===== src/rtl/ysyx_23060240_ifu.sv =====
// ysyx_23060240_ifu: instruction fetch unit of the single-issue NPC core.
//
// Holds the architectural PC, issues one word fetch at a time over a
// valid/ready request + one-cycle valid response interface, and hands the
// fetched instruction with its PC to the decoder over valid/ready.
// Redirects from execute override sequential PC+4 in every state.
//
// Optional feature macro: IFU_MISALIGN_CHK_EN
//   When defined, a PC with pc[1:0] != 0 in REQ issues no memory request;
//   the unit goes straight to OUT presenting a nop and raises `misalign`.
//   When undefined, the `misalign` port is absent and pc[1:0] reaches memory
//   unchecked.

module ysyx_23060240_ifu #(
  parameter int                XLEN     = 32,
  parameter logic [XLEN-1:0]   RESET_PC = 32'h8000_0000
) (
  input  logic              clk,
  input  logic              rst,
  input  logic              redirect_valid,
  input  logic [XLEN-1:0]   redirect_pc,
  output logic              imem_req_valid,
  output logic [XLEN-1:0]   imem_req_addr,
  input  logic              imem_req_ready,
  input  logic              imem_resp_valid,
  input  logic [31:0]       imem_resp_data,
  output logic              out_valid,
  output logic [XLEN-1:0]   out_pc,
  output logic [31:0]       out_inst,
  input  logic              out_ready,
  output logic [31:0]       fetch_cnt
`ifdef IFU_MISALIGN_CHK_EN
  ,
  output logic              misalign
`endif
);

  typedef enum logic [1:0] {
    IDLE = 2'd0,
    REQ  = 2'd1,
    WAIT = 2'd2,
    OUT  = 2'd3
  } state_e;

  localparam logic [31:0]     NOP_INST = 32'h0000_0013;
  localparam logic [XLEN-1:0] PC_STEP  = 32'h0000_0004;

  // architectural state
  state_e          state_r;
  logic [XLEN-1:0] pc_r;
  logic            flush_r;
  logic [31:0]     inst_q_r;
  logic [31:0]     cnt_r;
  logic            mis_r;

  // next-state values
  state_e          state_nxt_s;
  logic [XLEN-1:0] pc_nxt_s;
  logic            flush_nxt_s;
  logic [31:0]     inst_q_nxt_s;
  logic [31:0]     cnt_nxt_s;
  logic            mis_nxt_s;

  // low PC bits set means the fetch must be suppressed (feature builds only)
  logic            pc_misaligned_s;

`ifdef IFU_MISALIGN_CHK_EN
  assign pc_misaligned_s = (pc_r[1:0] != 2'b00);
`else
  assign pc_misaligned_s = 1'b0;
`endif

  // state register: synchronous reset abandons any outstanding request
  always_ff @(posedge clk) begin
    if (rst) begin
      state_r  <= IDLE;
      pc_r     <= RESET_PC;
      flush_r  <= 1'b0;
      inst_q_r <= 32'h0000_0000;
      cnt_r    <= 32'h0000_0000;
      mis_r    <= 1'b0;
    end else begin
      state_r  <= state_nxt_s;
      pc_r     <= pc_nxt_s;
      flush_r  <= flush_nxt_s;
      inst_q_r <= inst_q_nxt_s;
      cnt_r    <= cnt_nxt_s;
      mis_r    <= mis_nxt_s;
    end
  end

  // next-state logic: a redirect always wins over the sequential path
  always_comb begin
    state_nxt_s  = state_r;
    pc_nxt_s     = pc_r;
    flush_nxt_s  = flush_r;
    inst_q_nxt_s = inst_q_r;
    cnt_nxt_s    = cnt_r;
    mis_nxt_s    = mis_r;

    case (state_r)
      IDLE: begin
        state_nxt_s = REQ;
        if (redirect_valid) begin
          pc_nxt_s = redirect_pc;
        end else begin
          pc_nxt_s = pc_r;
        end
      end

      REQ: begin
        if (redirect_valid) begin
          // retarget before anything is sent; re-evaluate next cycle
          pc_nxt_s    = redirect_pc;
          state_nxt_s = REQ;
        end else if (pc_misaligned_s) begin
          // no memory access; OUT presents a nop flagged as misaligned
          mis_nxt_s   = 1'b1;
          state_nxt_s = OUT;
        end else if (imem_req_ready) begin
          mis_nxt_s   = 1'b0;
          state_nxt_s = WAIT;
        end else begin
          state_nxt_s = REQ;
        end
      end

      WAIT: begin
        if (imem_resp_valid) begin
          if (flush_r) begin
            // response belongs to a fetch a redirect already killed
            flush_nxt_s = 1'b0;
            state_nxt_s = REQ;
            if (redirect_valid) begin
              pc_nxt_s = redirect_pc;
            end else begin
              pc_nxt_s = pc_r;
            end
          end else begin
            inst_q_nxt_s = imem_resp_data;
            if (redirect_valid) begin
              // captured, but the same-cycle redirect makes it stale
              pc_nxt_s    = redirect_pc;
              flush_nxt_s = 1'b0;
              state_nxt_s = REQ;
            end else begin
              state_nxt_s = OUT;
            end
          end
        end else begin
          if (redirect_valid) begin
            // last redirect wins; the pending response gets dropped
            pc_nxt_s    = redirect_pc;
            flush_nxt_s = 1'b1;
          end else begin
            flush_nxt_s = flush_r;
          end
          state_nxt_s = WAIT;
        end
      end

      OUT: begin
        if (redirect_valid) begin
          pc_nxt_s    = redirect_pc;
          state_nxt_s = REQ;
        end else if (out_ready) begin
          pc_nxt_s    = pc_r + PC_STEP;
          cnt_nxt_s   = cnt_r + 32'd1;
          state_nxt_s = REQ;
        end else begin
          state_nxt_s = OUT;
        end
      end

      default: begin
        state_nxt_s = IDLE;
        pc_nxt_s    = RESET_PC;
        flush_nxt_s = 1'b0;
      end
    endcase
  end

  // output decode: valids drop combinationally on a same-cycle redirect
  always_comb begin
    imem_req_valid = 1'b0;
    out_valid      = 1'b0;
    out_inst       = inst_q_r;
    imem_req_addr  = pc_r;
    out_pc         = pc_r;

    case (state_r)
      REQ: begin
        if (redirect_valid || pc_misaligned_s) begin
          imem_req_valid = 1'b0;
        end else begin
          imem_req_valid = 1'b1;
        end
      end
      OUT: begin
        out_valid = ~redirect_valid;
        if (mis_r) begin
          out_inst = NOP_INST;
        end else begin
          out_inst = inst_q_r;
        end
      end
      default: begin
        imem_req_valid = 1'b0;
        out_valid      = 1'b0;
      end
    endcase
  end

  assign fetch_cnt = cnt_r;

`ifdef IFU_MISALIGN_CHK_EN
  assign misalign = (state_r == OUT) && mis_r;
`endif

endmodule


===== config.mk =====
export PLATFORM = sky130hd
export DESIGN_NAME = ysyx_23060240_ifu
export DESIGN_NICKNAME = d
export VERILOG_FILES = /design/src/rtl/ysyx_23060240_ifu.sv
export SDC_FILE = /design/constraint.sdc
export NUM_CORES = 1
export LEC_CHECK = 0
export ABC_AREA = 1
export CAP_MARGIN = 20
export CORE_MARGIN = 2
export CORE_UTILIZATION = 25
export CTS_BUF_LIST = sky130_fd_sc_hd__clkbuf_2
export DETAILED_ROUTE_END_ITERATION = 8
export SLEW_MARGIN = 20
export SYNTH_ARGS = -nofsm -noshare
export SYNTH_HDL_FRONTEND = slang
export SYNTH_SLANG_ARGS = --single-unit
export TNS_END_PERCENT = 1

===== constraint.sdc =====
create_clock -name clk -period 2.5 [get_ports clk]
set_input_delay 0.5 -clock clk [delete_from_list [all_inputs] [get_ports clk]]
set_output_delay 0.5 -clock clk [all_outputs]
set_load 0.01 [all_outputs]

==> impl_metrics.sql <==
INSERT INTO impl_metrics (metric_group, metric, value, unit) VALUES
('final_layout', 'num-fill-cells', '2401', ''),
('final_layout', 'final_layout_size_suffix_gt1_frac', '0.0471', ''),
('critical_path', 'worstSetupStartpointType', 'register', ''),
('timing', 'clock_skew', '31.1', 'ps'),
('power_and_ir_drop', 'p_per_area', '400', 'nW/um2'),
('min_path', 'whs_path_depth', '3', ''),
('floorplanning', 'die-area', '23400', 'um2'),
('timing', 'worst_slew_pin_slew', '577', 'ps'),
('detailed_routing', 'met3WireLength', '1060', 'um'),
('min_path', 'hold_crit_start', 'redirect_pc[5]', ''),
('synth', 'synth_compound_area_frac', '0.129', ''),
('detailed_routing', 'drt_first_iter_violations', '382', ''),
('synth', 'muxShareOfSynthArea', '0', ''),
('detailed_routing', 'route.layer.met1.wl', '8670', 'um'),
('synth', 'syn-mean-instance-area', '6.24', 'um2'),
('synth', 'synthesis_stage_register_bit_count', '99', ''),
('detailed_routing', 'met2_wirelength', '8870', 'um'),
('floorplanning', 'initial_core_util', '0.254', ''),
('floorplanning', 'die_h', '153', 'um'),
('timing', 'worst_slack', '170', 'ps'),
('synth', 'synthesis.instances', '890', ''),
('synth', 'synth-async-reset-ratio', '0', ''),
('critical_path', 'regToRegSetupSlack', '480', 'ps'),
('clocking', 'tritoncts', 'yes', ''),
('clocking', 'cts_hold_repair.buffers', '0', ''),
('synth', 'edff_count_synth', '0', ''),
('detailed_routing', 'route.detailed.wl_per_inst', '14.0', 'um'),
('synth', 'main_combinational_cell_family_by_area_after_synthesis', 'simple AND/OR/NAND/NOR gates', ''),
('detailed_routing', 'total_routed_length', '18800', 'um'),
('timing', 'layout_min_cycle_time', '2330', 'ps'),
('detailed_routing', 'drt.antenna.violating_nets', '0', ''),
('synth', 'yosys-top-cells-area', 'dfxtp_1, nand2_1, nor2_1, o21ai_0, inv_1', ''),
('timing', 'setup-violations-final', '0', ''),
('global_routing', 'vias_in_the_first_global_route', '5727', ''),
('run_status', 'run_status', 'finished, final reports clean', ''),
('placement', 'port-buffer-count', '199', ''),
('synth', 'synth-warning-count', '0', ''),
('global_routing', 'initial_antenna_violation_count', '1', ''),
('final_layout', 'area_growth_syn_to_layout', '41.4', '%'),
('synth', 'synth_simple_gate_area_share', '0.390', ''),
('critical_path', 'worstRegToRegCells', '8', ''),
('detailed_routing', 'detail_route.drc_violations', '0', ''),
('synth', 'post_synthesis_cell_area', '5550', 'um2'),
('global_routing', 'grt_max_degree', '28', ''),
('floorplanning', 'ios', '200', ''),
('timing', 'setup_repair_after_global_routing_missed_its_margin', 'no', ''),
('placement', 'detailed_place_hpwl', '14200', 'um'),
('flow_run', 'drv_cap', '0', ''),
('global_routing', 'grt_pass1_wl', '30100', 'um'),
('power_and_ir_drop', 'cellLeakagePower', '2.75', 'nW'),
('detailed_routing', 'topRoutingLayerUsed', 'met4', ''),
('final_layout', 'final_core_util', '0.360', ''),
('critical_path', 'worstReg2RegEnd', 'imem_req_addr[16]$_SDFFE_PP0P_', ''),
('clocking', 'numClockSinks', '99', ''),
('synth', 'synth_fp_nets', '962', ''),
('timing', 'worst_hold_slack', '447', 'ps'),
('synth', 'top_cell_type_s_share_of_synthesized_area', '0.357', ''),
('critical_path', 'crit_slowest_cell', 'clkdlybuf4s50_1', ''),
('placement', 'place_ws', '71.1', 'ps'),
('synth', 'part_of_the_yosys_area_used_for_sequential_elements', '0.357', ''),
('critical_path', 'critical_path_arrival', '1830', 'ps'),
('final_layout', 'net_total_in_the_final_layout', '1129', ''),
('synth', 'synthAdderAreaFrac', '0.00451', ''),
('clocking', 'clock_insertion_delay_worst_skew', '600', 'ps'),
('min_path', 'hold-path-endpoint', 'imem_req_addr[5]$_SDFFE_PP0P_', ''),
('power_and_ir_drop', 'peakVddDrop', '172', 'uV'),
('placement', 'routabilityCongestion', '0.856', ''),
('timing', 'final.setup.tns', '0', 'ps'),
('clocking', 'post-cts-setup-buffers', '0', ''),
('critical_path', 'critPathKind', 'register to output pin', ''),
('synth', 'synth_xor_area_frac', '0.00316', '');
worst max-delay path by stage:
stage                                        from                        endpoint  slack (ps)
finish                      state_r[1]$_SDFF_PP0_                       out_valid         170
global route                state_r[1]$_SDFF_PP0_                       out_valid          10
CTS                         state_r[1]$_SDFF_PP0_                       out_valid           9
detailed placement                 redirect_valid                  imem_req_valid          70
global placement                   redirect_valid                  imem_req_valid         130
floorplan           imem_req_addr[2]$_SDFFE_PP0P_  imem_req_addr[16]$_SDFFE_PP0P_         760
cells in the final DEF (no fill, tap or decap), types with 4 or more instances in the layout:
master and count:
nor2_1 201, o221ai_1 4, nand4_1 13, buf_4 14, a211oi_1 8, dfxtp_1 97, clkdlybuf4s50_1 198, clkbuf_2 10
nor3_1 15, o211ai_1 4, inv_1 74, a21oi_1 41, o21ai_0 67, nand3_1 45, nand3b_1 7, nand2_1 221
synthesized netlist by cell type (3+ instances only):
library cell,instances
a21oi_1,41
nand4_1,13
nand3_1,45
buf_4,34
o221ai_1,4
nand2_1,221
buf_2,3
nor3_1,16
nand3b_1,7
a211oi_1,8
dfxtp_1,99
nor2_1,201
o211ai_1,4
clkbuf_1,23
inv_1,74
o21ai_0,67
nor2_2,4
final cells by class:
class,instances,area (um2),area share
clock buffer,10,50.0,0.00637
sequential,99,1990,0.253
clock inverter,5,78.8,0.0100
antenna,1,2.50,0.000319
tap,280,350,0.0446
multi-input combinational,654,2930,0.374
timing repair buffer,216,2160,0.275
inverter,77,289,0.0368
per-layer routing:
metal,track usage,vias to the layer above
li1,-,3162
met3,0.0369,11
met1,0.204,2734
met5,0,-
met2,0.268,186
met4,0.0335,0
report_power, final:
group          switching (mW)  internal, mW  total (mW)
clock                   0.568         0.328       0.896
combinational           0.233         0.306       0.539
sequential             0.0734          1.63        1.71
total                   0.874          2.27        3.14
critical path, delay by kind of cell (launching register included):
kind                   cells  cell delay, ps
AND/OR/NAND/NOR            2             250
flip-flops                 1             440
buffers and inverters      1             550
registers in the layout (all words and copies together) (netlist names):
signal and flops:
fetch_cnt 32, imem_req_addr 32, inst_q_r 32, state_r 2, flush_r 1
kinds of logic after synthesis:
kind of cell,Yosys count
buf+inv,137
fa+ha+maj,2
flops,99
simple gates,519
compound gates,131
xor+xnor,2
metrics by stage:
stage / cell area, um2 / power (mW) / cells
floorplan: 5550 / 1.97 / 890
global placement: 7700 / 2.27 / 1326
detailed placement: 7700 / 2.28 / 1326
CTS: 7840 / 3.20 / 1341
global route: 7850 / 3.30 / 1342
finish: 7850 / 3.14 / 1342
repair_timing:
item                                    CTS  global route
endpoints found under the setup margin    2             2
gates resized for setup                   3             3
pin swaps                                 0             0
Power figures use the tool's default switching activity.
